<file path="src/rtl/switch_word_loader_pkg.sv">
// Shared types and constants for the switch word loader: FSM state encoding,
// byte/word widths and the seven-segment codes used to show the state on HEX.
package loader_pkg;

    localparam int LOADER_WORD_W = 16;
    localparam int LOADER_BYTE_W = 8;

    typedef enum logic [2:0] {
        S_IDLE  = 3'd0,
        S_ADDR  = 3'd1,
        S_LO    = 3'd2,
        S_HI    = 3'd3,
        S_WRITE = 3'd4,
        S_FULL  = 3'd5
    } loader_state_t;

    // Active-low seven-segment patterns {g,f,e,d,c,b,a} showing the state number
    localparam logic [6:0] HEX_S_IDLE  = 7'b1000000;
    localparam logic [6:0] HEX_S_ADDR  = 7'b1111001;
    localparam logic [6:0] HEX_S_LO    = 7'b0100100;
    localparam logic [6:0] HEX_S_HI    = 7'b0110000;
    localparam logic [6:0] HEX_S_WRITE = 7'b0011001;
    localparam logic [6:0] HEX_S_FULL  = 7'b0010010;
    localparam logic [6:0] HEX_BLANK   = 7'b1111111;

    function automatic logic [6:0] loader_state_hex(input logic [2:0] code);
        case (code)
            3'd0:    return HEX_S_IDLE;
            3'd1:    return HEX_S_ADDR;
            3'd2:    return HEX_S_LO;
            3'd3:    return HEX_S_HI;
            3'd4:    return HEX_S_WRITE;
            3'd5:    return HEX_S_FULL;
            default: return HEX_BLANK;
        endcase
    endfunction

endpackage

</file>
<file path="src/rtl/switch_word_loader_if.sv">
// Memory write port of the switch word loader: a req/ack handshake carrying
// address and 16-bit data towards the memory write arbiter.
interface switch_word_loader_if
    import loader_pkg::*;
#(
    parameter int ADDR_W = 7
);
    logic                     mem_req;
    logic                     mem_ack;
    logic [ADDR_W-1:0]        mem_addr;
    logic [LOADER_WORD_W-1:0] mem_wdata;

    modport master (
        output mem_req,
        output mem_addr,
        output mem_wdata,
        input  mem_ack
    );

    modport slave (
        input  mem_req,
        input  mem_addr,
        input  mem_wdata,
        output mem_ack
    );
endinterface

</file>
<file path="src/rtl/switch_word_loader.sv">
// Keys 16-bit words into memory from the board switches: start address, then
// low/high byte per word, each written via req/ack. LOADER_CHECKSUM_EN adds a running sum.
module switch_word_loader
    import loader_pkg::*;
#(
    parameter int ADDR_W = 7
) (
    input  logic                     clk,
    input  logic                     rst,
    input  logic                     enable,
    input  logic                     strobe,
    input  logic [LOADER_BYTE_W-1:0] sw_data,
    switch_word_loader_if.master     mem,
    output logic [ADDR_W:0]          word_count,
    output logic                     full,
    output logic [2:0]               state,
    output logic [LOADER_WORD_W-1:0] checksum
);

    generate
        if (ADDR_W < 1 || ADDR_W > 8) begin : g_bad_addr_w
            $error("switch_word_loader: ADDR_W must be in 1..8");
        end
    endgenerate

    localparam logic [ADDR_W-1:0] ADDR_TOP = '1;
    localparam logic [ADDR_W:0]   WC_MAX   = {1'b1, {ADDR_W{1'b0}}};

    loader_state_t            state_reg, state_next;
    logic                     mem_req_reg;
    logic [ADDR_W-1:0]        addr_reg;
    logic [LOADER_WORD_W-1:0] wdata_reg;
    logic [ADDR_W:0]          word_count_reg;
    logic                     write_done;
    logic                     enter_addr;

    assign write_done = (state_reg == S_WRITE) && mem.mem_ack;
    assign enter_addr = (state_reg == S_IDLE) && (state_next == S_ADDR);

    always_comb begin
        state_next = state_reg;
        case (state_reg)
            S_IDLE:  if (enable) state_next = S_ADDR;
            S_ADDR:  if (!enable) state_next = S_IDLE;
                     else if (strobe) state_next = S_LO;
            S_LO:    if (!enable) state_next = S_IDLE;
                     else if (strobe) state_next = S_HI;
            S_HI:    if (!enable) state_next = S_IDLE;
                     else if (strobe) state_next = S_WRITE;
            // An enable drop waits for the ack; the request is never abandoned
            S_WRITE: if (mem.mem_ack) begin
                         if (!enable)                  state_next = S_IDLE;
                         else if (addr_reg == ADDR_TOP) state_next = S_FULL;
                         else                           state_next = S_LO;
                     end
            S_FULL:  if (!enable) state_next = S_IDLE;
            default: state_next = S_IDLE;
        endcase
    end

    always_ff @(posedge clk or posedge rst) begin
        if (rst) begin
            state_reg      <= S_IDLE;
            mem_req_reg    <= 1'b0;
            addr_reg       <= '0;
            wdata_reg      <= '0;
            word_count_reg <= '0;
        end else begin
            state_reg   <= state_next;
            mem_req_reg <= (state_next == S_WRITE);

            if (enter_addr)
                word_count_reg <= '0;
            else if (write_done && word_count_reg != WC_MAX)
                word_count_reg <= word_count_reg + 1'b1;

            // The top address is held so the display shows where memory filled
            if (state_reg == S_ADDR && enable && strobe)
                addr_reg <= sw_data[ADDR_W-1:0];
            else if (write_done && addr_reg != ADDR_TOP)
                addr_reg <= addr_reg + 1'b1;

            if (state_reg == S_LO && enable && strobe)
                wdata_reg[LOADER_BYTE_W-1:0] <= sw_data;
            if (state_reg == S_HI && enable && strobe)
                wdata_reg[LOADER_WORD_W-1:LOADER_BYTE_W] <= sw_data;
        end
    end

`ifdef LOADER_CHECKSUM_EN
    logic [LOADER_WORD_W-1:0] checksum_reg;

    always_ff @(posedge clk or posedge rst) begin
        if (rst)
            checksum_reg <= '0;
        else if (enter_addr)
            checksum_reg <= '0;
        else if (write_done)
            checksum_reg <= checksum_reg + wdata_reg;
    end

    assign checksum = checksum_reg;
`else
    assign checksum = '0;
`endif

    assign mem.mem_req   = mem_req_reg;
    assign mem.mem_addr  = addr_reg;
    assign mem.mem_wdata = wdata_reg;
    assign word_count    = word_count_reg;
    assign full          = (state_reg == S_FULL);
    assign state         = state_reg;

endmodule

</file>
<file path="src/flat_wrapper.sv">
// flat-port wrapper written by rule: the top's interface ports become plain ports
module switch_word_loader_flat import loader_pkg::*;
#(
    parameter int ADDR_W = 7
)
  (clk, rst, enable, strobe, sw_data, word_count, full, state, checksum, mem_mem_req, mem_mem_addr, mem_mem_wdata, mem_mem_ack);
  switch_word_loader_if #(.ADDR_W(ADDR_W)) mem_i ();
  input  logic clk;
  input  logic rst;
  input  logic enable;
  input  logic strobe;
  input  logic [LOADER_BYTE_W-1:0] sw_data;
  output logic [ADDR_W:0] word_count;
  output logic full;
  output logic [2:0] state;
  output logic [LOADER_WORD_W-1:0] checksum;
  output wire logic [$bits(mem_i.mem_req)-1:0] mem_mem_req;
  output wire logic [$bits(mem_i.mem_addr)-1:0] mem_mem_addr;
  output wire logic [$bits(mem_i.mem_wdata)-1:0] mem_mem_wdata;
  input wire logic [$bits(mem_i.mem_ack)-1:0] mem_mem_ack;
  assign mem_mem_req = mem_i.mem_req;
  assign mem_mem_addr = mem_i.mem_addr;
  assign mem_mem_wdata = mem_i.mem_wdata;
  assign mem_i.mem_ack = mem_mem_ack;
  switch_word_loader #(.ADDR_W(ADDR_W)) u_core (.clk(clk), .rst(rst), .enable(enable), .strobe(strobe), .sw_data(sw_data), .mem(mem_i), .word_count(word_count), .full(full), .state(state), .checksum(checksum));
endmodule
</file>
<file path="config.mk">
export PLATFORM = sky130hd
export DESIGN_NAME = switch_word_loader_flat
export DESIGN_NICKNAME = d
export VERILOG_FILES = /design/src/rtl/switch_word_loader_pkg.sv /design/src/rtl/switch_word_loader_if.sv /design/src/rtl/switch_word_loader.sv /design/src/flat_wrapper.sv
export SDC_FILE = /design/constraint.sdc
export NUM_CORES = 1
export LEC_CHECK = 0
export BUFFER_PORTS_ARGS = -buffer_cell sky130_fd_sc_hd__buf_2
export CELL_PAD_IN_SITES_DETAIL_PLACEMENT = 0
export CELL_PAD_IN_SITES_GLOBAL_PLACEMENT = 1
export CORE_MARGIN = 3
export CORE_UTILIZATION = 38
export CTS_CLUSTER_DIAMETER = 30
export DETAILED_ROUTE_END_ITERATION = 16
export GPL_TIMING_DRIVEN = 0
export PLACE_DENSITY = 0.77
export SYNTH_ARGS = -nofsm -noshare
export SYNTH_HDL_FRONTEND = slang
export SYNTH_SLANG_ARGS = --single-unit
</file>
<file path="constraint.sdc">
create_clock -name clk -period 1.77 [get_ports clk]
set_input_delay 0 -clock clk [delete_from_list [all_inputs] [get_ports clk]]
set_output_delay 0 -clock clk [all_outputs]
set_load 0.02 [all_outputs]
</file>
==> results of run 1 <==
[worst max-delay path: cells and delay by family, from the launching register on]
family,cells,cell delay (ps)
AOI/OAI and AO/OA,2,540
DFF,1,420
and+or+nand+nor,2,320
adders and majority gates,1,240
[synthesized netlist by cell type, types with 2 or more instances]
master and n:
xor2_1 3, inv_1 8, buf_6 3, xnor2_1 8, mux2i_1 2, ha_1 3, o21ai_0 5, nand2_1 10
buf_2 2, a21oi_1 3, nand3_1 5, mux2_2 15, nor2_2 2, buf_4 16, nor2_1 12, nor4_4 2
a221o_1 2, dfrtp_1 35, nor3_1 9
[cells in the final DEF, fill, tap and decap left out, types with 5 or more instances in the layout]
| master | synthesis | layout |
|---|---|---|
| buf_4 | 16 | 16 |
| clkbuf_8 | 0 | 5 |
| xnor2_1 | 8 | 8 |
| mux2_2 | 15 | 15 |
| nor3_1 | 9 | 8 |
| dlygate4sd3_1 | 0 | 10 |
| inv_1 | 8 | 8 |
| dfrtp_1 | 35 | 35 |
| o21ai_0 | 5 | 5 |
| conb_1 | 1 | 16 |
| nand2_1 | 10 | 10 |
| nor2_1 | 12 | 12 |
| nand3_1 | 5 | 5 |
| buf_2 | 2 | 50 |
[logic make-up after synthesis]
group | Yosys count
adder cells (fa/ha/maj) | 3
other | 1
buffers and inverters | 29
AO/OA/AOI/OAI | 23
AND/OR/NAND/NOR | 50
multiplexers | 17
XOR/XNOR | 11
flip-flops | 35
[layer usage]
layer | track usage | vias to the layer above
met1 | 0.187 | 682
met2 | 0.232 | 49
met3 | 0.0390 | 5
met4 | 0.0380 | 0
li1 | - | 719
met5 | 0 | -
[worst max path at each step]
stage,start,to,slack (ps),cells past startpoint
after floorplan,u_core.mem.mem_addr[0],u_core.mem.mem_addr[2],190,5
after global placement,u_core.state[2],u_core.mem.mem_wdata[2],40,4
after detailed placement,u_core.state[2],u_core.word_count[5],20,3
after CTS,u_core.state[2],u_core.word_count[5],10,3
after global routing,u_core.state[2],u_core.mem.mem_wdata[2],50,4
final,u_core.mem.mem_addr[0],u_core.mem.mem_addr[2],120,5
[area by class of cell]
class	count	area (µm²)
plain buffers	21	164
well taps	65	81.3
flip-flops and latches	35	876
clock buffers	7	76.3
clock inverters	1	5.00
multi-input cells	120	870
inverters	8	30.0
repair buffers	60	370
fillers	443	2090
[power by group]
group | internal (mW) | switching, mW | leakage (nW)
logic | 0.363 | 0.492 | 0.736
clock network | 0.276 | 0.267 | 0.0422
registers | 0.981 | 0.127 | 0.454
[timing repair]
action                                 in CTS  in global routing
setup endpoints to repair                   0                 16
hold buffers                               10                  0
endpoints found under the hold margin      29                  0
resized for setup                           0                  2
==> metrics.txt, run 1 <==
outcome finished clean; layout cell share with drive strength beyond 1 0.405; worst r2r path cells 5; max reg flops 16; die height 76.2 µm; clock skew 2.29 ps; min-delay src sw_data[6]; Congestion Overflow GR 0; pre-CTS WS 21.3 ps; Yosys reg bits 35; reg2reg end u_core.mem.mem_addr[2]; Async SR Flop Fraction 1.00; R2R setup slack 120 ps; Fmax achieved 0.608 GHz; Die ar. 0.00581 mm²; Final Util 0.542; drt pass-1 iters 4; row count 24; Post-Synth XOR/XNOR Area 0.0514; first-pass GRT wire length 6810 µm; worst-path cell chain ha_1 -> nand3_1 -> o21a_2 -> nor2_1 -> a221o_1; Antenna Nets Post-Route 0; clk sinks 35; largest cells by area after synthesis dfrtp_1 (47%), mux2_2 (9.0%), buf_4 (6.4%); Critical Path Sink Type register; Mapped Cells 169; Initial Utilization 0.410; worst min-delay path class in -> reg; clock buffer depth 2; Top Metal Used met4; core box area 0.00456 mm²; Iter 0 DRT Violations 52; hold path endpoint u_core.mem.mem_addr[6]; largest net degree at the start of global routing 14; PD cells 1010 mW/mm²; Main synth FF type dfrtp_1; CTS tree done; Setup-failing EPs final 0; Synth Area in Compound Gates 0.0989; Max Transition Viols Final 0; Overall Power 2.51 mW; Non-Filler Instances 317; Area after DPL 0.00228 mm²; PortBufs 48; RSZ-0062 raised after global routing false; Max-cap violations 0; WS Path Type reg -> reg; crit-path max cell delay 420 ps; DR WL/cell 12.4 µm; H-tree levels 2; Setup Fix Bufs, Post-CTS 0; top-level I/O count 65; sequential element share of the synthesized area 0.468; Final Cell Area 0.00247 mm²; Worst Path Arrival 1820 ps; post-DP HPWL 3050 µm; drt drc 0; Simple-Gate Fraction of Synth Area 0.156; CTS clk-pin slew, worst paths 70 ps; largest family of logic cells by synthesized area simple AND/OR/NAND/NOR gates; met2 wire length 1890 µm; Worst setup SP type register; Fin Hold WS 14.6 ps; maximum vdd ir drop 0.598 mV; # diodes 0; via count 1455; synthesis-to-layout area growth 32.0%; yosys warns 0; Mapped Area 0.00187 mm²; Leakage Power 1.23 nW; Mean Syn Cell Area 11.1 µm²; vias in the first global route 1468; relative slew slack 0.607; final hold violations 0; dpl cells 299; Fin Setup TNS 0 ps; total track usage 0.143; Clock Latency Late Sink 280 ps; Nets 267; final worst path period need 1650 ps; post-synthesis cell type count 43; WL met3 235 µm; Post-synth EDFFs 0; hold depth 3; Chip Width 76.2 µm; drt total wl 3940 µm; worst-margin pin slew 587 ps; Crit-path slowest cell dfrtp_1; CTS Root Cell clkbuf_8; Via density 4.59; Max FO, Critical Path 7; initial antenna violation count 0; Synth Area in Adders 0.0200; crit share post-route 0.929; fin worst setup slack 125 ps; CTS Buf Count 5; Final GP Congestion 0.774; multiplexer share of the synthesized area 0.101; CP Data Required Time 1940 ps; post-synth top area share 0.468; Worst R2R Start u_core.mem.mem_addr[0]; wl on met1 1770 µm; post-synth top area cell dfrtp_1
(Power assumes the default switching activity.)
==> run 2, diff against run 1 <==
--- a/config.mk
+++ b/config.mk
@@ -5,15 +5,16 @@
 export SDC_FILE = /design/constraint.sdc
 export NUM_CORES = 1
 export LEC_CHECK = 0
+export ABC_AREA = 1
 export BUFFER_PORTS_ARGS = -buffer_cell sky130_fd_sc_hd__buf_2
 export CELL_PAD_IN_SITES_DETAIL_PLACEMENT = 0
 export CELL_PAD_IN_SITES_GLOBAL_PLACEMENT = 1
 export CORE_MARGIN = 3
-export CORE_UTILIZATION = 38
+export CORE_UTILIZATION = 36
 export CTS_CLUSTER_DIAMETER = 30
 export DETAILED_ROUTE_END_ITERATION = 16
 export GPL_TIMING_DRIVEN = 0
-export PLACE_DENSITY = 0.77
+export PLACE_DENSITY = 0.76
 export SYNTH_ARGS = -nofsm -noshare
 export SYNTH_HDL_FRONTEND = slang
 export SYNTH_SLANG_ARGS = --single-unit
==> metrics.txt, run 2 <==
Die ar. 0.00668 mm² (was 0.00581 mm²); most common cell in the netlist nand2_1 (was dfrtp_1); Setup-failing EPs final 0 (unchanged); RSZ-0062 raised after global routing false (unchanged); pre-CTS WS 277 ps (was 21.3 ps); first-pass GRT wire length 7650 µm (was 6810 µm); sequential element share of the synthesized area 0.424 (was 0.468); worst min-delay path class in -> reg (unchanged); worst-margin pin slew 677 ps (was 587 ps); yosys warns 0 (unchanged); CTS tree done (unchanged); Post-synth EDFFs 0 (unchanged); Max Transition Viols Final 0 (unchanged); Max-cap violations 0 (unchanged); Worst setup SP type register (unchanged); register share of total power 0.388 (was 0.442); Antenna Nets Post-Route 0 (unchanged); Worst Path Arrival 1720 ps (was 1820 ps); Crit-path slowest cell dfrtp_1 (unchanged); drt total wl 4600 µm (was 3940 µm); Congestion Overflow GR 0 (unchanged); largest net degree at the start of global routing 22 (was 14); Clk pwr share 0.238 (was 0.217); commonest non-fill, non-tap cells in the layout nand2_1 (79), buf_2 (48), dfrtp_1 (35) (was buf_2 (50), dfrtp_1 (35), buf_4 (16), conb_1 (16), mux2_2 (15)); Critical Path Sink Type register (unchanged); DR WL/cell 11.3 µm (was 12.4 µm); WS Path Type reg -> reg (unchanged); Initial Utilization 0.387 (was 0.410); relative slew slack 0.548 (was 0.607); CTS clk-pin slew, worst paths 80 ps (was 70 ps); Chip Width 81.7 µm (was 76.2 µm); Fmax achieved 0.672 GHz (was 0.608 GHz); switching share of power 0.398 (was 0.354); most common cell after layout, fill and taps aside nand2_1 (was buf_2); Final Util 0.501 (was 0.542); Overall Power 3.17 mW (was 2.51 mW); Nets 352 (was 267); via count 1799 (was 1455); core box area 0.00534 mm² (was 0.00456 mm²); post-DP HPWL 3550 µm (was 3050 µm); total track usage 0.147 (was 0.143); Clock Latency Late Sink 290 ps (was 280 ps); layout cell share with drive strength beyond 1 0.303 (was 0.405); top-level I/O count 65 (unchanged); crit share post-route 0.841 (was 0.929); post-synth top area cell dfrtp_1 (unchanged); die height 81.7 µm (was 76.2 µm); largest cells by area after synthesis dfrtp_1 (42%), nand2_1 (14%), inv_1 (6.0%) (was dfrtp_1 (47%), mux2_2 (9.0%), buf_4 (6.4%)); final worst path period need 1490 ps (was 1650 ps); worst-path cell chain ha_1 -> nand2_1 -> nor2_4 -> nand2_1 -> nand2_4 -> nand2_4 -> inv_1 -> nand2_1 -> nand3b_1 (was ha_1 -> nand3_1 -> o21a_2 -> nor2_1 -> a221o_1); drt pass-1 iters 4 (unchanged); PortBufs 48 (unchanged); vias in the first global route 1680 (was 1468); fin worst setup slack 282 ps (was 125 ps); post-synthesis cell type count 25 (was 43); Synth Area in Compound Gates 0.0716 (was 0.0989); Via density 4.42 (was 4.59); Max FO, Critical Path 8 (was 7); Simple-Gate Fraction of Synth Area 0.305 (was 0.156); # diodes 0 (unchanged); R2R setup slack 280 ps (was 120 ps); row count 26 (was 24); CP most frequent cell nand2_1; Fin Hold WS -0.422 ps (was 14.6 ps); Setup Fix Bufs, Post-CTS 0 (unchanged); largest family of logic cells by synthesized area simple AND/OR/NAND/NOR gates (unchanged); Post-Synth XOR/XNOR Area 0.0297 (was 0.0514); Iter 0 DRT Violations 97 (was 52); Yosys reg bits 35 (unchanged); CTS Root Cell clkbuf_8 (unchanged); PostCTS Resize Cnt 0 (unchanged); synthesis-to-layout area growth 29.5% (was 32.0%); maximum vdd ir drop 0.870 mV (was 0.598 mV); NetSw 1.26 mW (was 887 µW); Pint 1.90 mW (was 1.62 mW); Leakage Power 1.57 nW (was 1.23 nW); Mapped Area 0.00206 mm² (was 0.00187 mm²); PD cells 1190 mW/mm² (was 1010 mW/mm²); Mapped Cells 257 (was 169); clock buffer depth 2 (unchanged); post-synth top area share 0.424 (was 0.468); clock skew 7.71 ps (was 2.29 ps); commonest cells in the netlist nand2_1 (79), dfrtp_1 (35), inv_1 (33) (was dfrtp_1 (35), buf_4 (16), mux2_2 (15)); final hold violations 1 (was 0); crit-path max cell delay 410 ps (was 420 ps); Fin Setup TNS 0 ps (unchanged); initial antenna violation count 0 (unchanged); Final GP Congestion 0.780 (was 0.774); outcome complete, but fails checks (was finished clean); CTS Hold Bufs 8 (was 10); drt drc 0 (unchanged); combinational share of power 0.374 (was 0.341); CTS Buf Count 5 (unchanged); Synth Area in Adders 0.0182 (was 0.0200); multiplexer share of the synthesized area 0 (was 0.101); Main synth FF type dfrtp_1 (unchanged); Mean Syn Cell Area 8.03 µm² (was 11.1 µm²); failing checks negative hold slack; clk sinks 35 (unchanged); max reg flops 16 (unchanged); Async SR Flop Fraction 1.00 (unchanged); H-tree levels 2 (unchanged); CP Data Required Time 2000 ps (was 1940 ps)
[run 2: area by class of cell]
class,instances,area (µm²)
Buffer,20,165
Clock buffer,5,68.8
Clock inverter,3,47.5
Fill cell,546,2660
Inverter,38,143
Multi-Input combinational cell,179,936
Sequential cell,35,876
Tap cell,70,87.6
Timing Repair Buffer,57,348
[run 2: critical path, delay by kind of cell (launching register included)]
family / cells / cell delay (ps)
flip-flops: 1 / 410
buffers and inverters: 1 / 130
adder cells (fa/ha/maj): 1 / 200
AND/OR/NAND/NOR: 7 / 670
[run 2: logic make-up after synthesis]
logic type / count (synthesis)
DFF: 35
AOI/OAI and AO/OA: 22
buffers and inverters: 58
xor gates and xnor gates: 7
adders and majority gates: 3
and+or+nand+nor: 131
other: 1
[run 2: power groups by stage]
| stage | sequential [mW] | clock [mW] | combinational, mW |
|---|---|---|---|
| after floorplan | 1.53 | 0 | 0.510 |
| after global placement | 1.25 | 0 | 1.16 |
| after detailed placement | 1.25 | 0 | 1.19 |
| after CTS | 1.24 | 0.771 | 1.20 |
| after global routing | 1.28 | 0.803 | 1.30 |
| final | 1.23 | 0.752 | 1.18 |
[run 2: per-layer routing]
layer,part of all wire,vias to the layer above,global-route usage
met5,0,-,0
met4,0.0065,0,0.0299
met3,0.059,4,0.0493
met2,0.47,42,0.244
met1,0.46,828,0.186
li1,-,925,-
[run 2: path summary, 6_finish.rpt]
path | startpoint | endpoint | cells after the start
setup / recovery | u_core.mem.mem_addr[0] | u_core.mem.mem_addr[2] | 9
min in group asynchronous | rst | u_core.mem.mem_wdata[10] | 3
max in group asynchronous | rst | u_core.word_count[6] | 4
hold / removal | sw_data[1] | u_core.mem.mem_wdata[9] | 3
hold reg to reg | u_core.mem.mem_wdata[10] | u_core.mem.mem_wdata[10] | 2
setup reg to reg | u_core.mem.mem_addr[0] | u_core.mem.mem_addr[2] | 9
[run 2: through the flow]
stage	area (µm²)	cells
floorplan	2120	272
global placement	2450	390
detailed placement	2470	391
CTS	2670	407
global route	2670	407
finish	2670	407
==> run 3, diff against run 2 <==
==> constraint.sdc (replaced) <==
create_clock -name clk -period 1.5 [get_ports clk]
set_input_delay 0 -clock clk [delete_from_list [all_inputs] [get_ports clk]]
set_output_delay 0 -clock clk [all_outputs]
set_load 0.02 [all_outputs]
==> metrics.txt, run 3 (synthesized netlist as in run 2, its figures left out) <==
most common cell after layout, fill and taps aside nand2_1 (unchanged); Chip Width 81.7 µm (unchanged); R2R setup slack 120 ps (was 280 ps); max reg flops 16 (unchanged); maximum vdd ir drop 1.03 mV (was 0.870 mV); Worst setup SP type register (unchanged); drt total wl 4680 µm (was 4600 µm); largest net degree at the start of global routing 22 (unchanged); Crit-path slowest cell dfrtp_1 (unchanged); vias in the first global route 1680 (unchanged); Critical Path Sink Type register (unchanged); WS Path Type reg -> reg (unchanged); die height 81.7 µm (unchanged); CTS Root Cell clkbuf_8 (unchanged); Area after DPL 0.00247 mm² (unchanged); DR WL/cell 11.4 µm (was 11.3 µm); H-tree levels 2 (unchanged); Clock Latency Late Sink 290 ps (about the same); CTS tree done (unchanged); final worst path period need 1380 ps (was 1490 ps); worst-path cell chain nor2_2 -> nand2_1 -> nor2_2 -> nand2_4 -> nand2_4 -> inv_2 -> nand2_1 -> nand3b_1 (was ha_1 -> nand2_1 -> nor2_4 -> nand2_1 -> nand2_4 -> nand2_4 -> inv_1 -> nand2_1 -> nand3b_1); total track usage 0.147 (unchanged); final hold violations 0 (was 1); CP Data Required Time 1670 ps (was 2000 ps); Worst R2R Start u_core.state[1] (was u_core.mem.mem_addr[0]); Final GP Congestion 0.780 (unchanged); pre-CTS WS 7.36 ps (was 277 ps); PD cells 1390 mW/mm² (was 1190 mW/mm²); CTS Buf Count 5 (unchanged); hold depth 3 (unchanged); Via density 4.44 (was 4.42); Final Cell Area 0.00273 mm² (was 0.00267 mm²); drt drc 0 (unchanged); Setup-failing EPs final 0 (unchanged); # diodes 0 (unchanged); min-delay src sw_data[1] (unchanged); outcome finished clean (was complete, but fails checks); fin worst setup slack 123 ps (was 282 ps); first-pass GRT wire length 7650 µm (unchanged); layout cell share with drive strength beyond 1 0.333 (was 0.303); Worst Path Arrival 1550 ps (was 1720 ps); crit share post-route 0.918 (was 0.841); commonest non-fill, non-tap cells in the layout nand2_1 (78), buf_2 (48), dfrtp_1 (34) (was nand2_1 (79), buf_2 (48), dfrtp_1 (35)); Antenna Nets Post-Route 0 (unchanged); Nets 357 (was 352); Max Transition Viols Final 0 (unchanged); Max FO, Critical Path 8 (unchanged); Leakage Power 1.59 nW (was 1.57 nW); Max-cap violations 0 (unchanged); clock buffer depth 2 (unchanged); PortBufs 48 (unchanged); Fmax achieved 0.726 GHz (was 0.672 GHz); reg2reg end u_core.mem.mem_addr[2] (unchanged); initial antenna violation count 0 (unchanged); worst-margin pin slew 676 ps (was 677 ps); relative slew slack 0.549 (was 0.548); # fillers 549 (was 546); clock skew 8.05 ps (was 7.71 ps); worst r2r path cells 8 (was 9); post-DP HPWL 3550 µm (unchanged); via count 1831 (was 1799); worst min-delay path class in -> reg (unchanged); CTS clk-pin slew, worst paths 80 ps (about the same); Die ar. 0.00668 mm² (unchanged); Initial Utilization 0.387 (unchanged); Congestion Overflow GR 0 (unchanged); hold path endpoint u_core.mem.mem_wdata[9] (unchanged); top-level I/O count 65 (unchanged); clk sinks 35 (unchanged); row count 26 (unchanged); synthesis-to-layout area growth 32.3% (was 29.5%); Iter 0 DRT Violations 64 (was 97); crit-path max cell delay 460 ps (was 410 ps); drt pass-1 iters 4 (unchanged); core box area 0.00534 mm² (unchanged)
-- run 3: worst max-delay path by stage --
stage / startpoint / to / slack, ps
2_1_floorplan: u_core.mem.mem_addr[0] / u_core.mem.mem_addr[2] / 50
3_3_place_gp: u_core.mem.mem_addr[0] / u_core.mem.mem_addr[2] / 40
3_5_place_dp: u_core.mem.mem_addr[0] / u_core.mem.mem_addr[2] / 7
4_1_cts: u_core.mem.mem_addr[0] / u_core.mem.mem_addr[2] / 2
5_1_grt: u_core.state[1] / u_core.mem.mem_addr[2] / -10
6_report: u_core.state[1] / u_core.mem.mem_addr[2] / 120
-- run 3: layout make-up --
| cell class | count | area (µm²) | area share |
|---|---|---|---|
| clock buffers | 5 | 68.8 | 0.0252 |
| multi-input cells | 179 | 956 | 0.350 |
| well taps | 70 | 87.6 | 0.0321 |
| plain buffers | 20 | 165 | 0.0605 |
| clock inverters | 3 | 47.5 | 0.0174 |
| inverters | 38 | 143 | 0.0522 |
| flip-flops and latches | 35 | 877 | 0.321 |
| repair buffers | 62 | 385 | 0.141 |
-- run 3: metal layers --
layer  wire length, µm  global-route usage
met1              2150               0.186
met3               277              0.0493
met2              2220               0.244
met5                 0                   0
met4                29              0.0299
-- run 3: worst max-delay path: cells and delay by family (launching register included) --
family | cells | cell delay, ps
AND/OR/NAND/NOR | 7 | 720
buffers and inverters | 1 | 60
flip-flops | 1 | 460
-- run 3: power by group --
part / total [mW] / internal, mW / switching (mW)
Clock: 0.885 / 0.504 / 0.381
Combinational: 1.46 / 0.557 / 0.904
Sequential: 1.45 / 1.23 / 0.220
-- run 3: what timing repair did --
| action | 4_1_cts | 5_1_grt |
|---|---|---|
| hold buffers | 8 | 0 |
| setup endpoints to repair | 0 | 20 |
| setup buffers | 0 | 5 |
| resized for setup | 0 | 8 |
| endpoints found under the hold margin | 29 | 0 |
-- run 3: stage by stage --
step	instances	TNS [ps]	utilization	hold WS [ps]	power, mW
floorplan	272	0	-	122	2.41
global placement	390	0	0.459	254	2.84
detailed placement	391	0	0.464	129	2.88
CTS	407	0	0.501	0.549	3.79
global route	412	-15.8	0.512	13.1	4.05
finish	412	0	0.512	0.192	3.79
